`src/rtl/tex_sat_lane_seq.sv`:
```
// -----------------------------------------------------------------------------
// tex_sat_lane_seq
//
// Shares one saturation datapath across the NUM_LANES texel lanes of a
// texture request. A whole request is captured in one cycle; each active lane
// is then clamped from a signed IN_W value to an unsigned OUT_W value, one
// lane per cycle in ascending lane order; finally the packed result is
// returned together with the captured mask and tag.
//
// Saturation of one lane x:
//   x negative (MSB set)            -> 0
//   any of x[IN_W-2:OUT_W] set      -> all ones
//   otherwise                       -> x[OUT_W-1:0]
//
// Handshakes: a transfer happens on a rising clk edge where valid and ready
// are both high. req_ready is high only in IDLE (and never while reset is
// asserted). rsp_valid is high only in DONE; once high it stays high, with
// rsp_data/rsp_mask/rsp_tag stable, until the edge where rsp_ready is high.
//
// Optional build macro: TEX_SAT_STATS_EN
//   When defined, adds two free-running wrap-around counters:
//     sat_ovf_count - processed lanes whose result landed on full scale
//                     (all ones), i.e. clamped to the top of the range
//     sat_unf_count - processed lanes clamped to 0 because negative
//   Inactive lanes are never counted; each counter moves at most once per
//   RUN cycle.
//
// Ports:
//   clk            clock
//   reset          synchronous, active-low reset
//   req_valid      request valid
//   req_ready      request accepted when high together with req_valid
//   req_mask       active-lane mask
//   req_data       lane values, lane i at [i*IN_W +: IN_W] (two's complement)
//   req_tag        request tag
//   rsp_valid      response valid
//   rsp_ready      downstream ready
//   rsp_data       saturated lanes, lane i at [i*OUT_W +: OUT_W]
//   rsp_mask       captured req_mask
//   rsp_tag        captured req_tag
//   sat_ovf_count  (TEX_SAT_STATS_EN only) high-clamp lane count
//   sat_unf_count  (TEX_SAT_STATS_EN only) negative-clamp lane count
//   state_dbg      current FSM state (0 IDLE, 1 RUN, 2 DONE)
// -----------------------------------------------------------------------------
module tex_sat_lane_seq #(
  parameter int NUM_LANES = 4,
  parameter int IN_W      = 20,
  parameter int OUT_W     = 8,
  parameter int TAG_W     = 8
) (
  input  logic                       clk,
  input  logic                       reset,
  input  logic                       req_valid,
  output logic                       req_ready,
  input  logic [NUM_LANES-1:0]       req_mask,
  input  logic [NUM_LANES*IN_W-1:0]  req_data,
  input  logic [TAG_W-1:0]           req_tag,
  output logic                       rsp_valid,
  input  logic                       rsp_ready,
  output logic [NUM_LANES*OUT_W-1:0] rsp_data,
  output logic [NUM_LANES-1:0]       rsp_mask,
  output logic [TAG_W-1:0]           rsp_tag,
`ifdef TEX_SAT_STATS_EN
  output logic [31:0]                sat_ovf_count,
  output logic [31:0]                sat_unf_count,
`endif
  output logic [1:0]                 state_dbg
);

  // Parameter sanity: the overflow-detect field x[IN_W-2:OUT_W] must hold at
  // least one bit, and there must be at least one lane.
  if (OUT_W + 1 >= IN_W) begin : g_bad_width
    $error("tex_sat_lane_seq: OUT_W+1 must be less than IN_W");
  end
  if (NUM_LANES < 1) begin : g_bad_lanes
    $error("tex_sat_lane_seq: NUM_LANES must be at least 1");
  end

  localparam int IDX_W = (NUM_LANES > 1) ? $clog2(NUM_LANES) : 1;

  typedef enum logic [1:0] {
    S_IDLE = 2'd0,
    S_RUN  = 2'd1,
    S_DONE = 2'd2
  } state_t;

  state_t               state_q;
  state_t               state_d;

  logic [NUM_LANES-1:0] pending_q;
  logic [NUM_LANES-1:0] low_bit;
  logic [NUM_LANES-1:0] pending_clr;
  logic [IDX_W-1:0]     sel_idx;

  logic [IN_W-1:0]      lane_q [NUM_LANES];
  logic [OUT_W-1:0]     res_q  [NUM_LANES];
  logic [NUM_LANES-1:0] mask_q;
  logic [TAG_W-1:0]     tag_q;

  logic [IN_W-1:0]      cur_lane;
  logic                 is_neg;
  logic                 is_big;
  logic [OUT_W-1:0]     sat_val;
  logic                 accept;
  logic                 lane_step;

  // ---------------------------------------------------------------------------
  // Lane selection: lowest set bit of the pending mask.
  // ---------------------------------------------------------------------------
  // x & -x isolates the lowest set bit; clearing it gives the next pending set.
  assign low_bit     = pending_q & (~pending_q + {{(NUM_LANES-1){1'b0}}, 1'b1});
  assign pending_clr = pending_q & ~low_bit;

  // Descending scan so the last assignment wins with the lowest index.
  always_comb begin
    sel_idx = '0;
    for (int i = NUM_LANES - 1; i >= 0; i--) begin
      if (pending_q[i]) begin
        sel_idx = IDX_W'(i);
      end
    end
  end

  // ---------------------------------------------------------------------------
  // Shared saturator.
  // ---------------------------------------------------------------------------
  always_comb begin
    cur_lane = lane_q[sel_idx];
    is_neg   = cur_lane[IN_W-1];
    is_big   = |cur_lane[IN_W-2:OUT_W];
    if (is_neg) begin
      sat_val = '0;
    end else if (is_big) begin
      sat_val = '1;
    end else begin
      sat_val = cur_lane[OUT_W-1:0];
    end
  end

  assign accept    = req_valid && req_ready;
  // A lane is consumed on every RUN cycle that still has a pending bit.
  assign lane_step = (state_q == S_RUN) && (pending_q != '0);

  // ---------------------------------------------------------------------------
  // FSM: state register
  // ---------------------------------------------------------------------------
  always_ff @(posedge clk) begin
    if (!reset) begin
      state_q <= S_IDLE;
    end else begin
      state_q <= state_d;
    end
  end

  // ---------------------------------------------------------------------------
  // FSM: next state
  // ---------------------------------------------------------------------------
  always_comb begin
    state_d = state_q;
    case (state_q)
      S_IDLE: begin
        if (req_valid) begin
          // An empty mask has nothing to process, so the response is ready
          // on the very next cycle.
          state_d = (req_mask != '0) ? S_RUN : S_DONE;
        end
      end
      S_RUN: begin
        if (pending_clr == '0) begin
          state_d = S_DONE;
        end
      end
      S_DONE: begin
        if (rsp_ready) begin
          state_d = S_IDLE;
        end
      end
      default: state_d = S_IDLE;
    endcase
  end

  // ---------------------------------------------------------------------------
  // FSM: outputs
  // ---------------------------------------------------------------------------
  always_comb begin
    // Gated by reset so no request can appear accepted on a reset edge.
    req_ready = (state_q == S_IDLE) && reset;
    rsp_valid = (state_q == S_DONE);
    state_dbg = state_q;
  end

  // ---------------------------------------------------------------------------
  // Request capture and per-lane result register.
  // ---------------------------------------------------------------------------
  always_ff @(posedge clk) begin
    if (!reset) begin
      pending_q <= '0;
      mask_q    <= '0;
      tag_q     <= '0;
      for (int i = 0; i < NUM_LANES; i++) begin
        lane_q[i] <= '0;
        res_q[i]  <= '0;
      end
    end else if (accept) begin
      pending_q <= req_mask;
      mask_q    <= req_mask;
      tag_q     <= req_tag;
      // Result starts at zero so inactive lanes read back as 0.
      for (int i = 0; i < NUM_LANES; i++) begin
        lane_q[i] <= req_data[i*IN_W +: IN_W];
        res_q[i]  <= '0;
      end
    end else if (lane_step) begin
      res_q[sel_idx] <= sat_val;
      pending_q      <= pending_clr;
    end
  end

  for (genvar g = 0; g < NUM_LANES; g++) begin : g_pack
    assign rsp_data[g*OUT_W +: OUT_W] = res_q[g];
  end

  assign rsp_mask = mask_q;
  assign rsp_tag  = tag_q;

`ifdef TEX_SAT_STATS_EN
  // ---------------------------------------------------------------------------
  // Saturation statistics. Only lanes actually processed in RUN are counted,
  // so masked-off lanes never contribute. Counters wrap naturally at 2^32.
  // ---------------------------------------------------------------------------
  logic [31:0] ovf_q;
  logic [31:0] unf_q;

  always_ff @(posedge clk) begin
    if (!reset) begin
      ovf_q <= '0;
      unf_q <= '0;
    end else if (lane_step) begin
      if (!is_neg && (sat_val == {OUT_W{1'b1}})) begin
        ovf_q <= ovf_q + 32'd1;
      end
      if (is_neg) begin
        unf_q <= unf_q + 32'd1;
      end
    end
  end

  assign sat_ovf_count = ovf_q;
  assign sat_unf_count = unf_q;
`endif

endmodule

```
`config.mk`:
```
export PLATFORM = sky130hd
export DESIGN_NAME = tex_sat_lane_seq
export DESIGN_NICKNAME = d
export VERILOG_FILES = /design/src/rtl/tex_sat_lane_seq.sv
export SDC_FILE = /design/constraint.sdc
export NUM_CORES = 1
export LEC_CHECK = 0
export BUFFER_PORTS_ARGS = -buffer_cell sky130_fd_sc_hd__buf_2
export CORE_MARGIN = 10
export CORE_UTILIZATION = 45
export DETAILED_ROUTE_END_ITERATION = 7
export HOLD_SLACK_MARGIN = 0.05
export PLACE_DENSITY = 0.79
export SLEW_MARGIN = 10
export SYNTH_ARGS = -nofsm -noshare
export SYNTH_HDL_FRONTEND = slang
export SYNTH_SLANG_ARGS = --single-unit
```
`constraint.sdc`:
```
create_clock -name clk -period 4.3 [get_ports clk]
set_clock_uncertainty 0.05 [all_clocks]
set_input_delay 0.43 -clock clk [delete_from_list [all_inputs] [get_ports clk]]
set_output_delay 0.43 -clock clk [all_outputs]
set_load 0.01 [all_outputs]
```
==> results.txt <==
- Maximum fanout encountered on the critical timing path: 23
- Mapped Avg Cell Area: 13.9 sq um
* Number of hold buffers added after CTS: 0
- On the worst path, the slowest cell contributes a delay of 0.87 ns.
- Final Hold Viols: 0
- Part of the Yosys area used for sequential elements: 0.705
* Setup repair after global routing missed its margin: no
- The routed design has 11.8 mm of wire.
* Final Slew Violations: 0
* Pre-CTS WS: 1.73 ns
- Hold Crit Depth: 2
* Worst Hold Path EP: rsp_tag[6]
- Data on the critical path is required at its endpoint by 4.35 ns.
* VDD IR max: 0.301 mV
- Crit Reg-Reg Endpoint: res_q[2][7]
* Min Tclk post-route: 2.64 ns
- Root buffer selected by CTS: clkbuf_16
- After routing, the total negative slack on setup checks comes to 0 ns.
* Instance count of the mapped netlist: 381
* Synth-to-Final Area Change: 26.4%
- Max-cap violations in this run came to 0.
- Post-synth net total: 477
- Footprint of the multi-input gates: 1450 sq um
- The share of synthesized area in the top cell type comes to 0.637.
- Antenna Cells: 0
* Endpoint kind of the worst setup timing path: register
- Number of vias in the routed layout: 3514
- The synthesized netlist occupies a cell area of 5280 sq um.
- Layout cell share with drive strength beyond 1: 0.335
- Min-Delay Startpoint: req_tag[6]
- In this run the critical register-to-register path is launched from pending_q[1].
* Count of H-tree levels built during CTS: 4
- # port buffers: 143
- After detailed routing, the average wire length per cell comes to 17.3 um.
- In this run the tightest slew margin relative to its limit is 0.243.
- Count of synthesis-stage warnings from yosys: 0
- Layout fillers: 931
- For this design the static power due to leakage is 0.00282 uW.
- Num ports: 144
* Top area cells in the synthesized netlist: edfxtp_1 64%, and2_1 10%, dfxtp_1 6.8%, a21oi_1 3.3%, a221o_1 1.5%
- Insertion delay to the later sink of the worst-skew pair: 0.41 ns
- CP Buf/Inv Count: 0
- From bottom edge to top edge, the die measures 128 um.
- The detailed router finished its first iteration with 339 violations.
* Result of the run: finished clean
- Cell type with the highest aggregate area in the netlist: edfxtp_1
- Pre-antenna DRT Iters: 5
- The first global-routing pass estimated 18.6 mm of wire.
* Global-route congestion overflow total: 0
* Clock transition time at the flip-flop clock pins of the worst setup and hold paths: 0.06 ns
* Post-DP HPWL: 8.57 mm
- In the global route stage, overall resource usage came out at 0.145.
- Synthesis instantiated 37 different standard cells from the library.
* Core box area: 11500 sq um
* Resized cells post-CTS: 0
- In this run, CTS created clock tree buffers numbering 17.
- Slowest CP cell: o311ai_1
- Starting utilization of the core area: 0.460
- Post-layout worst setup margin: 1.66 ns
- The floorplan step set the die width to 128 um.
- Final number of setup-violating endpoints: 0
- Entering global routing, the biggest net connects 93 pins.
- Total Nets Final: 621
- Number of vias per cell: 5.16
* GP Congestion: 0.808
- The critical path is of the register to register type.
- Dividing the final minimum period by the clock period gives 0.613.
- Utilization after layout: 0.582
- After the flow finishes, the layout carries non-filler instances totaling 681.
- Flip-flop and latch count after synthesis: 130
* Worst setup SP type: register
- Sinks on Clock Net: 130
- For the worst setup path, the data arrival time is 2.69 ns.
- Fin Hold WS: 0.180 ns
* Post-CTS setup buffer count: 0
* DRC violations left: 0
* Clock tree from TritonCTS: done
- Traced cell by cell, the critical path runs through nor2_1 > o21a_1 > o311ai_1 > a21oi_1.
- The number of placed instances, taps included, is 649.
- The setup check on the worst reg-to-reg path leaves a slack of 1.66 ns.
- Via count of the first global-routing pass: 3678
- The die covers 16500 sq um.
- The number of antenna violations at the first check in global routing is 0.
* Type of the tightest min-delay check: primary input to register
* Reg2reg path depth: 4
- Static timing analysis puts the maximum clock frequency at 379 MHz.
* ANT nets after route: 0
- Core Rows: 39
* CTS max path bufs: 2
- Cell area power density: 491 nW/um^2
- Broken down by cell family, the worst path's largest delay share belongs to compound AO/OA/AOI/OAI gates.
- Across the whole layout, storage elements account for 3720 sq um.
* Worst slew pin tran: 1.12 ns
cells by family (layout without fill, tap and decap cells):
logic type               after synthesis  in the layout  synth area share
AND/OR/NAND/NOR                      145            145             0.162
flip-flops                           130            130             0.705
buffers and inverters                 24            181            0.0213
adder cells (fa/ha/maj)                1              1           0.00190
AO/OA/AOI/OAI                         81             81             0.109
metrics by stage:
step / instance area (sq um) / total power [uW]
6_report: 6670 / 3280
5_1_grt: 6670 / 3410
3_3_place_gp: 6100 / 1920
2_1_floorplan: 5280 / 1790
4_1_cts: 6670 / 3310
3_5_place_dp: 6100 / 1940
layer usage:
layer / up-vias / track usage / routed length, um
met4: 0 / 0.0503 / 97
li1: 1717 / - / -
met5: - / 0 / 0
met2: 163 / 0.224 / 5390
met3: 10 / 0.0765 / 1300
met1: 1624 / 0.170 / 4970
worst register-to-register path, stage by stage (launching register included):
cell and delay, ns:
dfxtp_1 0.80, nor2_1 0.28, o21a_1 0.22, o311ai_1 0.87, a21oi_1 0.11
area by class of cell:
| type | instances | share of cell area |
|---|---|---|
| repair buffers | 146 | 0.111 |
| well taps | 143 | 0.0268 |
| clock buffers | 18 | 0.0643 |
| multi-input cells | 227 | 0.217 |
| clock inverters | 14 | 0.0212 |
| inverters | 3 | 0.00169 |
| flip-flops and latches | 130 | 0.558 |
power by group:
group | switching (uW) | total (uW) | internal [uW]
Sequential | 48.5 | 1570 | 1520
Combinational | 206 | 338 | 132
Clock | 523 | 1370 | 848
state kept, by name, summed over array words and instances (netlist names):
| signal | flops |
|---|---|
| lane_q | 80 |
| pending_q | 4 |
| res_q | 32 |
| rsp_mask | 4 |
| rsp_tag | 8 |
| state_dbg | 2 |
Yosys cell counts:
cell type and instances:
nor3_1 3, o21ai_0 4, nor2b_1 4, o21a_1 1, nor3b_1 1, nor2_1 8
or3_1 3, a32oi_1 8, a2111oi_4 1, edfxtp_1 112, buf_1 1, nand3_1 5
a21boi_0 2, a22o_1 9, a21boi_1 2, and3_1 1, nor4bb_1 1, o41ai_1 1
nand2_1 14, clkbuf_1 17, nor4_1 7, or4b_1 1, inv_1 3, a221o_1 8
nand3_2 1, and2_1 84, or4_1 2, o311a_1 1, dfxtp_1 18, o211ai_1 3
o311ai_1 3, a21oi_1 35, a31oi_1 2, buf_6 3, a22oi_1 1, nand2b_1 10
maj3_1 1
placed cells by master (no fill, tap or decap), types with 9 or more instances in the layout:
cell       count
buf_2        143
edfxtp_1     112
and2_1        84
a21oi_1       35
dfxtp_1       18
clkbuf_16     17
nand2_1       14
nand2b_1      10
a22o_1         9
worst max path at each step:
stage                 startpoint           end  slack [ns]  cells past startpoint
global route        pending_q[1]   res_q[2][7]        1.39                      4
global placement    pending_q[1]   res_q[2][2]        1.85                      5
CTS                 pending_q[1]   res_q[2][7]        1.70                      4
floorplan           state_dbg[1]  lane_q[0][0]        1.20                      4
finish              pending_q[1]   res_q[2][7]        1.66                      4
detailed placement  pending_q[1]   res_q[2][7]        1.73                      4
(Power assumes the default switching activity.)
